**config.mk**
```make
export PLATFORM = sky130hd
export DESIGN_NAME = apb4_master_mux
export DESIGN_NICKNAME = d
export VERILOG_FILES = /design/src/rtl/apb4_master_mux.sv
export SDC_FILE = /design/constraint.sdc
export NUM_CORES = 1
export LEC_CHECK = 0
export BUFFER_PORTS_ARGS = -buffer_cell sky130_fd_sc_hd__buf_2
export CORE_AREA = 2 2 125 127
export CTS_CLUSTER_SIZE = 24
export DETAILED_ROUTE_END_ITERATION = 12
export DIE_AREA = 0 0 127 129
export PLACE_DENSITY = 0.86
export SYNTH_ARGS = -nofsm -noshare
export SYNTH_HDL_FRONTEND = slang
export SYNTH_SLANG_ARGS = --single-unit
```
**constraint.sdc**
```tcl
create_clock -name PCLK -period 2.32 [get_ports PCLK]
set_input_delay 0.696 -clock PCLK [delete_from_list [all_inputs] [get_ports PCLK]]
set_output_delay 0.696 -clock PCLK [all_outputs]
set_load 0.05 [all_outputs]
```
**src/rtl/apb4_master_mux.sv**
```systemverilog
`default_nettype none
// ============================================================================
//  Module      : apb4_master_mux
//  Description : APB4 requester. Accepts single-beat commands on a valid/ready
//                port, decodes the address to one of NUM_SLAVES PSEL lines,
//                runs SETUP/ACCESS with a wait-state timeout and returns a
//                one-cycle response pulse.
//  Revision    : 1.0 - initial release
// ============================================================================
module apb4_master_mux #(
    parameter int ADDR_WIDTH = 32,
    parameter int DATA_WIDTH = 32,
    parameter int NUM_SLAVES = 4,
    parameter int SLV_LSB    = 12,
    parameter int TIMEOUT    = 16
) (
    input  logic                             PCLK,
    input  logic                             PRESETn,
    input  logic                             cmd_valid,
    output logic                             cmd_ready,
    input  logic [ADDR_WIDTH-1:0]            cmd_addr,
    input  logic                             cmd_write,
    input  logic [DATA_WIDTH-1:0]            cmd_wdata,
    input  logic [DATA_WIDTH/8-1:0]          cmd_strb,
    input  logic [2:0]                       cmd_prot,
    output logic                             rsp_valid,
    output logic [DATA_WIDTH-1:0]            rsp_rdata,
    output logic                             rsp_err,
    output logic                             rsp_timeout,
    output logic [ADDR_WIDTH-1:0]            PADDR,
    output logic [2:0]                       PPROT,
    output logic [NUM_SLAVES-1:0]            PSEL,
    output logic                             PENABLE,
    output logic                             PWRITE,
    output logic [DATA_WIDTH-1:0]            PWDATA,
    output logic [DATA_WIDTH/8-1:0]          PSTRB,
    input  logic [NUM_SLAVES-1:0]            PREADY,
    input  logic [NUM_SLAVES*DATA_WIDTH-1:0] PRDATA,
    input  logic [NUM_SLAVES-1:0]            PSLVERR
);

    localparam int SW = (NUM_SLAVES > 1) ? $clog2(NUM_SLAVES) : 1;
    localparam int SB = DATA_WIDTH / 8;
    localparam int CW = (TIMEOUT > 0) ? $clog2(TIMEOUT + 1) : 1;
    localparam logic [CW-1:0] TMO_LIM = CW'(TIMEOUT);

    localparam logic [1:0] ST_IDLE   = 2'd0;
    localparam logic [1:0] ST_SETUP  = 2'd1;
    localparam logic [1:0] ST_ACCESS = 2'd2;
    localparam logic [1:0] ST_DERR   = 2'd3;

    logic [1:0]            state, state_nxt;
    logic [SW-1:0]         cmd_idx;
    logic [NUM_SLAVES-1:0] cmd_dec;
    logic                  cmd_dec_ok;
    logic                  accept;
    logic                  sel_ready, sel_err;
    logic [DATA_WIDTH-1:0] sel_rdata;
    logic [CW-1:0]         cnt, cnt_inc, cnt_nxt;
    logic                  tmo_hit;

    logic [ADDR_WIDTH-1:0] paddr_nxt;
    logic [2:0]            pprot_nxt;
    logic [NUM_SLAVES-1:0] psel_nxt;
    logic                  penable_nxt, pwrite_nxt;
    logic [DATA_WIDTH-1:0] pwdata_nxt;
    logic [SB-1:0]         pstrb_nxt;
    logic                  rsp_valid_nxt, rsp_err_nxt, rsp_timeout_nxt;
    logic [DATA_WIDTH-1:0] rsp_rdata_nxt;

    assign cmd_idx = cmd_addr[SLV_LSB +: SW];

    // One-hot decode of the command's slave index; out-of-range indices decode to nothing
    always_comb begin
        cmd_dec = '0;
        for (int i = 0; i < NUM_SLAVES; i++) begin
            if (cmd_idx == SW'(i)) cmd_dec[i] = 1'b1;
        end
        cmd_dec_ok = |cmd_dec;
    end

    // Response mux driven by the registered PSEL, so unselected slaves never contribute
    always_comb begin
        sel_ready = |(PREADY & PSEL);
        sel_err   = |(PSLVERR & PSEL);
        sel_rdata = '0;
        for (int i = 0; i < NUM_SLAVES; i++) begin
            if (PSEL[i]) sel_rdata = sel_rdata | PRDATA[i*DATA_WIDTH +: DATA_WIDTH];
        end
    end

    // Saturating wait-state counter increment and timeout detection on the current ACCESS cycle
    always_comb begin
        cnt_inc = (cnt == {CW{1'b1}}) ? cnt : cnt + CW'(1);
        tmo_hit = (TIMEOUT > 0) && !sel_ready && (cnt_inc >= TMO_LIM);
    end

    assign cmd_ready = PRESETn && ((state == ST_IDLE) || ((state == ST_ACCESS) && sel_ready));
    assign accept    = cmd_valid && cmd_ready;

    // State register
    always_ff @(posedge PCLK) begin
        if (!PRESETn) state <= ST_IDLE;
        else          state <= state_nxt;
    end

    // Next-state logic; a completing ACCESS chains straight into the next command
    always_comb begin
        state_nxt = state;
        case (state)
            ST_IDLE:   if (cmd_valid) state_nxt = cmd_dec_ok ? ST_SETUP : ST_DERR;
            ST_SETUP:  state_nxt = ST_ACCESS;
            ST_ACCESS: begin
                if (sel_ready) begin
                    if (cmd_valid) state_nxt = cmd_dec_ok ? ST_SETUP : ST_DERR;
                    else           state_nxt = ST_IDLE;
                end else if (tmo_hit) begin
                    state_nxt = ST_IDLE;
                end
            end
            ST_DERR:   state_nxt = ST_IDLE;
            default:   state_nxt = ST_IDLE;
        endcase
    end

    // Next values for the registered APB and response outputs
    always_comb begin
        paddr_nxt       = PADDR;
        pprot_nxt       = PPROT;
        psel_nxt        = PSEL;
        penable_nxt     = PENABLE;
        pwrite_nxt      = PWRITE;
        pwdata_nxt      = PWDATA;
        pstrb_nxt       = PSTRB;
        cnt_nxt         = cnt;
        rsp_valid_nxt   = 1'b0;
        rsp_rdata_nxt   = '0;
        rsp_err_nxt     = 1'b0;
        rsp_timeout_nxt = 1'b0;
        case (state)
            ST_SETUP:  penable_nxt = 1'b1;
            ST_ACCESS: begin
                if (sel_ready || tmo_hit) begin
                    rsp_valid_nxt = 1'b1;
                    paddr_nxt     = '0;
                    pprot_nxt     = '0;
                    psel_nxt      = '0;
                    penable_nxt   = 1'b0;
                    pwrite_nxt    = 1'b0;
                    pwdata_nxt    = '0;
                    pstrb_nxt     = '0;
                end
                if (sel_ready) begin
                    rsp_err_nxt   = sel_err;
                    rsp_rdata_nxt = (!PWRITE && !sel_err) ? sel_rdata : '0;
                end else begin
                    cnt_nxt = cnt_inc;
                    if (tmo_hit) begin
                        rsp_err_nxt     = 1'b1;
                        rsp_timeout_nxt = 1'b1;
                    end
                end
            end
            ST_DERR: begin
                rsp_valid_nxt = 1'b1;
                rsp_err_nxt   = 1'b1;
                paddr_nxt     = '0;
                pprot_nxt     = '0;
                psel_nxt      = '0;
                penable_nxt   = 1'b0;
                pwrite_nxt    = 1'b0;
                pwdata_nxt    = '0;
                pstrb_nxt     = '0;
            end
            default: ;
        endcase
        if (accept) begin
            paddr_nxt   = cmd_addr;
            pprot_nxt   = cmd_prot;
            pwrite_nxt  = cmd_write;
            pwdata_nxt  = cmd_wdata;
            pstrb_nxt   = cmd_write ? cmd_strb : '0;
            psel_nxt    = cmd_dec;
            penable_nxt = 1'b0;
            cnt_nxt     = '0;
        end
    end

    // Output and counter registers; reset drops any in-flight transfer silently
    always_ff @(posedge PCLK) begin
        if (!PRESETn) begin
            PADDR       <= '0;
            PPROT       <= '0;
            PSEL        <= '0;
            PENABLE     <= 1'b0;
            PWRITE      <= 1'b0;
            PWDATA      <= '0;
            PSTRB       <= '0;
            cnt         <= '0;
            rsp_valid   <= 1'b0;
            rsp_rdata   <= '0;
            rsp_err     <= 1'b0;
            rsp_timeout <= 1'b0;
        end else begin
            PADDR       <= paddr_nxt;
            PPROT       <= pprot_nxt;
            PSEL        <= psel_nxt;
            PENABLE     <= penable_nxt;
            PWRITE      <= pwrite_nxt;
            PWDATA      <= pwdata_nxt;
            PSTRB       <= pstrb_nxt;
            cnt         <= cnt_nxt;
            rsp_valid   <= rsp_valid_nxt;
            rsp_rdata   <= rsp_rdata_nxt;
            rsp_err     <= rsp_err_nxt;
            rsp_timeout <= rsp_timeout_nxt;
        end
    end

endmodule
`default_nettype wire

```
==> qor.yml, run 1 <==
run_status:
  status: "finished, final reports clean"
setup_path:
  critPathMaxStageDelay_ns: 0.40
  r2r_start: "cnt[0]"
  r2r_end: "PWDATA[11]"
  cp-end-kind: "output pin"
  required_ns: 1.62
  worstPathCellList: "a22oi_2 -> and2_4 -> a211oi_4 -> buf_12"
  start_kind: "register"
  path_delay_family: "flip-flops"
  arrival_ns: 1.55
  ff2ff_path_depth: 6
  crit_buf_inv: 1
  reg2reg_setup_slack_ns: 0.36
  slowest_stage: "dfxtp_4"
  crit_type: "reg2out"
  path_max_fanout: 4
synth:
  synth_top_cells_by_area: "dfxtp_1 39%, a22oi_1 7.9%, a21oi_1 6.8%, a32o_1 5.9%, nand2_1 5.1%"
  syn_area_um2: 6060
  syn_nets: 908
  syn_inst: 696
  ys_types: 42
  ys_warn_count: 0
  yosys-top-cells-count: "119 x dfxtp_1, 83 x nand2_1, 82 x a21oi_1"
  synth_ff_type: "dfxtp_1"
  syn_area_per_cell_um2: 8.71
  synth-edff-count: 0
  synthArstFlopShare_pct: 0
  ys_seq_area_share_pct: 39.3
  yosysTopAreaCell: "dfxtp_1"
  synth.top_cell.area_share_pct: 39.3
  yosysMostFrequentCell: "dfxtp_1"
  ys_ff_latch: 119
floorplan:
  start_util_pct: 40.5
  die_height_um: 129
  rows: 45
  die_x_um: 127
  coreArea_um2: 15000
  io_pins: 324
  die-area_um2: 16400
drt:
  met2_wirelength_um: 11200
  wl_met3_um: 1570
  dr.max_layer_used: "met4"
  drt-met1-wl_um: 7880
  drc_errors: 0
  wl_um: 21500
  detail_route.wl_per_cell_um: 18.0
  num_vias: 6888
  viasPerCell: 5.75
  initialDrtViolationCount: 481
  dr.pass1.iters: 6
  postRouteAntennaNets: 0
global_route:
  grt-ovfl-total: 0
  antenna_found_initial: 2
  grt_pass1_vias: 6376
  grt_pass1_wl_um: 32400
  grt_usage_pct: 24.9
  grt_max_degree: 87
place:
  dp_cells: 1163
  gp_congestion: 0.865
  hpwl_um: 15200
  port_buffers: 323
power:
  pwr_density_cell_nw_per_um2: 741
  seq_power_share_pct: 34.2
  power_frac_clock_pct: 47.1
  swShare_pct: 27.6
  leakagePower_nw: 3.76
  peakVddDrop_v: 0.000536
  internal_power_mw: 4.65
  comb_power_share_pct: 18.7
  switchingPower_mw: 1.78
timing:
  hold_viol: 0
  fin_crit_ns: 2.24
  fin_crit_sh_pct: 96.6
  worstMarginPinSlew_ns: 0.574
  rsz0062_at_grt: "false"
  fmax_mhz: 446
  drv_slew: 0
  fin_skew_ns: 0.00915
  setup_viol_count_final: 0
  slew_headroom_pct: 61.7
  tns_ns: 0
clock_tree:
  cts_sinks: 119
  cts_buffers: 17
  post_cts_buffers: 0
  root_buffer: "clkbuf_16"
  cts_tree: "done"
  clk_path_buf_depth: 2
  htreeDepth: 4
  clock_latency_ns: 0.41
  clk_pin_slew_ns: 0.06
finish:
  final_cells: 1197
  layout.nets: 1206
  drive_above_1_share_pct: 42.8
  final_util_pct: 57.9
  syn_to_final_growth_pct: 43.1
  fill_cells: 1335
hold_path:
  min_delay_path_depth: 2
  min_to: "PADDR[13]"
  worstHoldStart: "PADDR[13]"
  min_path_type: "reg2reg"
run:
  cap_violations: 0
==> flip-flops by register name, indices dropped and copies added (netlist names), named ones only <==
register and count:
PADDR 32, PSTRB 4, PPROT 3, PWDATA 32, PWRITE 1, PSEL 4
PENABLE 1, state 2, rsp_valid 1, rsp_timeout 1, cnt 4, rsp_rdata 32
rsp_err 1
==> power by group through the flow <==
stage	sequential, mW	combinational [mW]	clock [mW]
global placement	2.24	1.18	0
detailed placement	2.24	1.20	0
finish	2.20	1.20	3.03
CTS	2.20	1.20	3.08
floorplan	2.51	0.477	0
global route	2.21	1.28	3.17
==> worst register-to-register path, delay by kind of cell, from the launching register on <==
kind	cells	cell delay, ns
simple gates	2	0.75
buf+inv	1	0.26
fa+ha+maj	1	0.25
compound gates	2	0.32
flops	1	0.33
==> cell usage in the layout (no fill, tap or decap), drive strengths merged, types with 19 or more instances in the layout <==
master	Yosys	layout
a21oi	112	112
a32o	36	36
mux2i	30	30
a2bb2oi	30	30
o21a	36	36
a22oi	66	66
buf	27	354
nand3	37	37
dfxtp	119	119
clkbuf	48	19
nand2	83	83
==> worst max-delay path by stage <==
stage | cells after the start | from | endpoint
floorplan | 6 | PREADY[2] | cmd_ready
global placement | 6 | PSLVERR[0] | rsp_rdata[19]
detailed placement | 6 | PSLVERR[0] | rsp_rdata[8]
CTS | 4 | PSEL[3] | cmd_ready
global route | 4 | PSEL[3] | cmd_ready
finish | 4 | PSEL[3] | cmd_ready
==> stage by stage <==
step                      total power [mW]  setup WS, ns  area, um2  hold slack (ns)
after CTS                             6.48        0.0324       8670            0.480
after floorplan                       2.99        -0.240       6100            0.465
final                                 6.43        0.0789       8680            0.477
after global routing                  6.66        0.0227       8680            0.503
after global placement                3.42       -0.0594       7990            0.463
after detailed placement              3.44       -0.0951       7990            0.470
==> cells by family after synthesis <==
group	count (synthesis)	synth area share, %
AND/OR/NAND/NOR	163	12.4
AO/OA/AOI/OAI	305	37.4
buffers and inverters	78	5.82
adder cells (fa/ha/maj)	1	0.206
multiplexers	30	4.95
flip-flops	119	39.3
==> final cells by class <==
class / count / area [um2] / share of cell area [%]
diodes: 2 / 5.00 / 0.0577
clock buffers: 19 / 454 / 5.23
clock inverters: 13 / 224 / 2.58
inverters: 3 / 11.3 / 0.130
multi-input cells: 499 / 3360 / 38.8
flip-flops and latches: 119 / 2390 / 27.6
well taps: 188 / 235 / 2.71
repair buffers: 354 / 1990 / 22.9
==> layer usage <==
metal / track usage (%) / vias to the layer above
met2: 45.7 / 295
met3: 6.32 / 57
met4: 12.5 / 0
li1: - / 3237
met1: 26.7 / 3299
met5: 0 / -
==> what timing repair did <==
item	CTS	global route
setup endpoints to repair	0	1
gates resized for setup	0	1
hold buffers	0	0
Note: power is estimated with default switching activity, not from simulation.
==> run 2: changes to the inputs <==
Settings changed: SETUP_SLACK_MARGIN from default to 0.4.
==> qor.yml, run 2 (synthesized netlist as in run 1, its figures left out) <==
run_status:
  status: "finished, final reports clean"
clock_tree:
  cts_sinks: 119  # unchanged
  cts_buffers: 17  # unchanged
  clk_path_buf_depth: 2  # unchanged
  root_buffer: "clkbuf_16"
  holdBufCountCts: 0  # unchanged
  clock_latency_ns: 0.42  # about the same
  clk_pin_slew_ns: 0.05  # about the same
  htreeDepth: 4  # unchanged
  cts_tree: "done"
drt:
  initialDrtViolationCount: 592  # +23%
  wl_um: 22500  # +4.2%
  drc_errors: 0  # unchanged
  viasPerCell: 5.69  # -1.0%
  postRouteAntennaNets: 0  # unchanged
  num_vias: 6890  # +0.029%
  detail_route.wl_per_cell_um: 18.6  # +3.1%
  dr.pass1.iters: 8  # +2
timing:
  fmax_mhz: 461  # +3.3%
  fin_crit_ns: 2.17  # -0.0715 ns
  rsz0062_at_grt: "true"
  fin_crit_sh_pct: 93.5  # -3.1 points
  slew_headroom_pct: 48.4  # -13 points
  worstMarginPinSlew_ns: 0.774  # +0.200 ns
  whs_ns: 0.475  # -0.00267 ns
  drv_slew: 0  # unchanged
  setup_viol_count_final: 0  # unchanged
  hold_viol: 0  # unchanged
  fin_skew_ns: 0.00961  # +0.000458 ns
  tns_ns: 0  # unchanged
floorplan:
  rows: 45  # unchanged
  die-area_um2: 16400  # unchanged
  die_height_um: 129  # unchanged
  die_x_um: 127  # unchanged
  start_util_pct: 40.5  # unchanged
  io_pins: 324  # unchanged
  coreArea_um2: 15000  # unchanged
hold_path:
  worstHoldStart: "PADDR[24]"
  min_delay_path_depth: 2  # unchanged
  min_path_type: "reg2reg"
  min_to: "PADDR[24]"
finish:
  final_util_pct: 58.5  # +0.53 points
  final_cell_mix: "319 x buf_2, 114 x dfxtp_1, 83 x nand2_1"
  layout.nets: 1219  # +1.1%
  design_area_um2: 8760  # +0.91%
  fill_cells: 1305  # -2.2%
  syn_to_final_growth_pct: 44.4
  final_cells: 1210  # +1.1%
  top_regs: "PADDR x32, PWDATA x32, rsp_rdata x32"
  drive_above_1_share_pct: 43.4  # +0.63 points
  final_common_cell: "buf_2"
global_route:
  antenna_found_initial: 2  # unchanged
  grt_usage_pct: 25.5  # +0.58 points
  grt-ovfl-total: 0  # unchanged
  grt_pass1_vias: 6543  # +2.6%
  grt_pass1_wl_um: 33000  # +2.0%
  grt_max_degree: 69  # -21%
setup_path:
  start_kind: "input pin"
  cp-end-kind: "output pin"
  path_max_fanout: 3  # -1
  crit_type: "in2out"
  ff2ff_path_depth: 6  # unchanged
  crit_start: "PREADY[0]"
  r2r_end: "rsp_rdata[24]"
  reg2reg_setup_slack_ns: 0.42  # +0.06 ns
  r2r_start: "PSEL[1]"
  required_ns: 1.62  # about the same
  arrival_ns: 1.47  # -0.08 ns
place:
  dpl_cell_area_um2: 7950  # -0.59%
  port_buffers: 323  # unchanged
  hpwl_um: 15100  # -0.75%
  gp_congestion: 0.874  # +1.0%
  dp_cells: 1162  # -0.086%
power:
  peakVddDrop_v: 0.000611  # +14%
  pwr_density_cell_nw_per_um2: 680  # -8.2%
  leakagePower_nw: 3.80  # +0.97%
run:
  cap_violations: 0  # unchanged
-- run 2: per-stage QoR --
step	total power, mW	worst slack, ns
2_1_floorplan	2.99	-0.240
5_1_grt	6.18	0.0985
3_3_place_gp	3.40	0.0137
3_5_place_dp	3.42	-0.00358
4_1_cts	5.99	0.143
6_report	5.95	0.150
-- run 2: per-layer routing --
layer	GRT usage (%)	vias to the layer above	wire length, um
li1	-	3255	-
met1	28.0	3240	8430
met2	46.2	346	11600
met3	7.48	49	1730
met4	10.6	0	728
met5	0	-	0
-- run 2: how the worst max path moves through the flow --
stage                         end  slack [ns]  cells after the start
floorplan               cmd_ready       -0.24                      6
global placement        cmd_ready        0.01                      5
detailed placement  rsp_rdata[19]      -0.004                      6
CTS                     cmd_ready        0.14                      4
global route            cmd_ready         0.1                      4
finish                  cmd_ready        0.15                      5
-- run 2: repair_timing --
item,4_1_cts,5_1_grt
setup buffers,4,6
gates resized for setup,11,13
setup endpoints to repair,14,100
pin swaps,1,1
cloned,2,2
-- run 2: area by class of cell --
cell class                      instances  area (um2)  area share (%)
Antenna cell                            2        5.00          0.0572
Clock buffer                           23         458            5.23
Clock inverter                          9         101            1.16
Inverter                                3        11.3           0.129
Multi-Input combinational cell        499        3380            38.6
Sequential cell                       119        2400            27.4
Tap cell                              188         235            2.69
Timing Repair Buffer                  367        2170            24.7
-- run 2: worst max-delay path, stage by stage --
cell      delay, ns
buf_2          0.10
a22oi_2        0.23
and2_4         0.22
a211oi_4       0.06
buf_6          0.17
-- run 2: power by group --
group	leakage [nW]	switching, mW	internal (mW)
Clock	0.275	0.935	1.60
Combinational	2.55	0.755	0.463
Sequential	0.970	0.0724	2.13
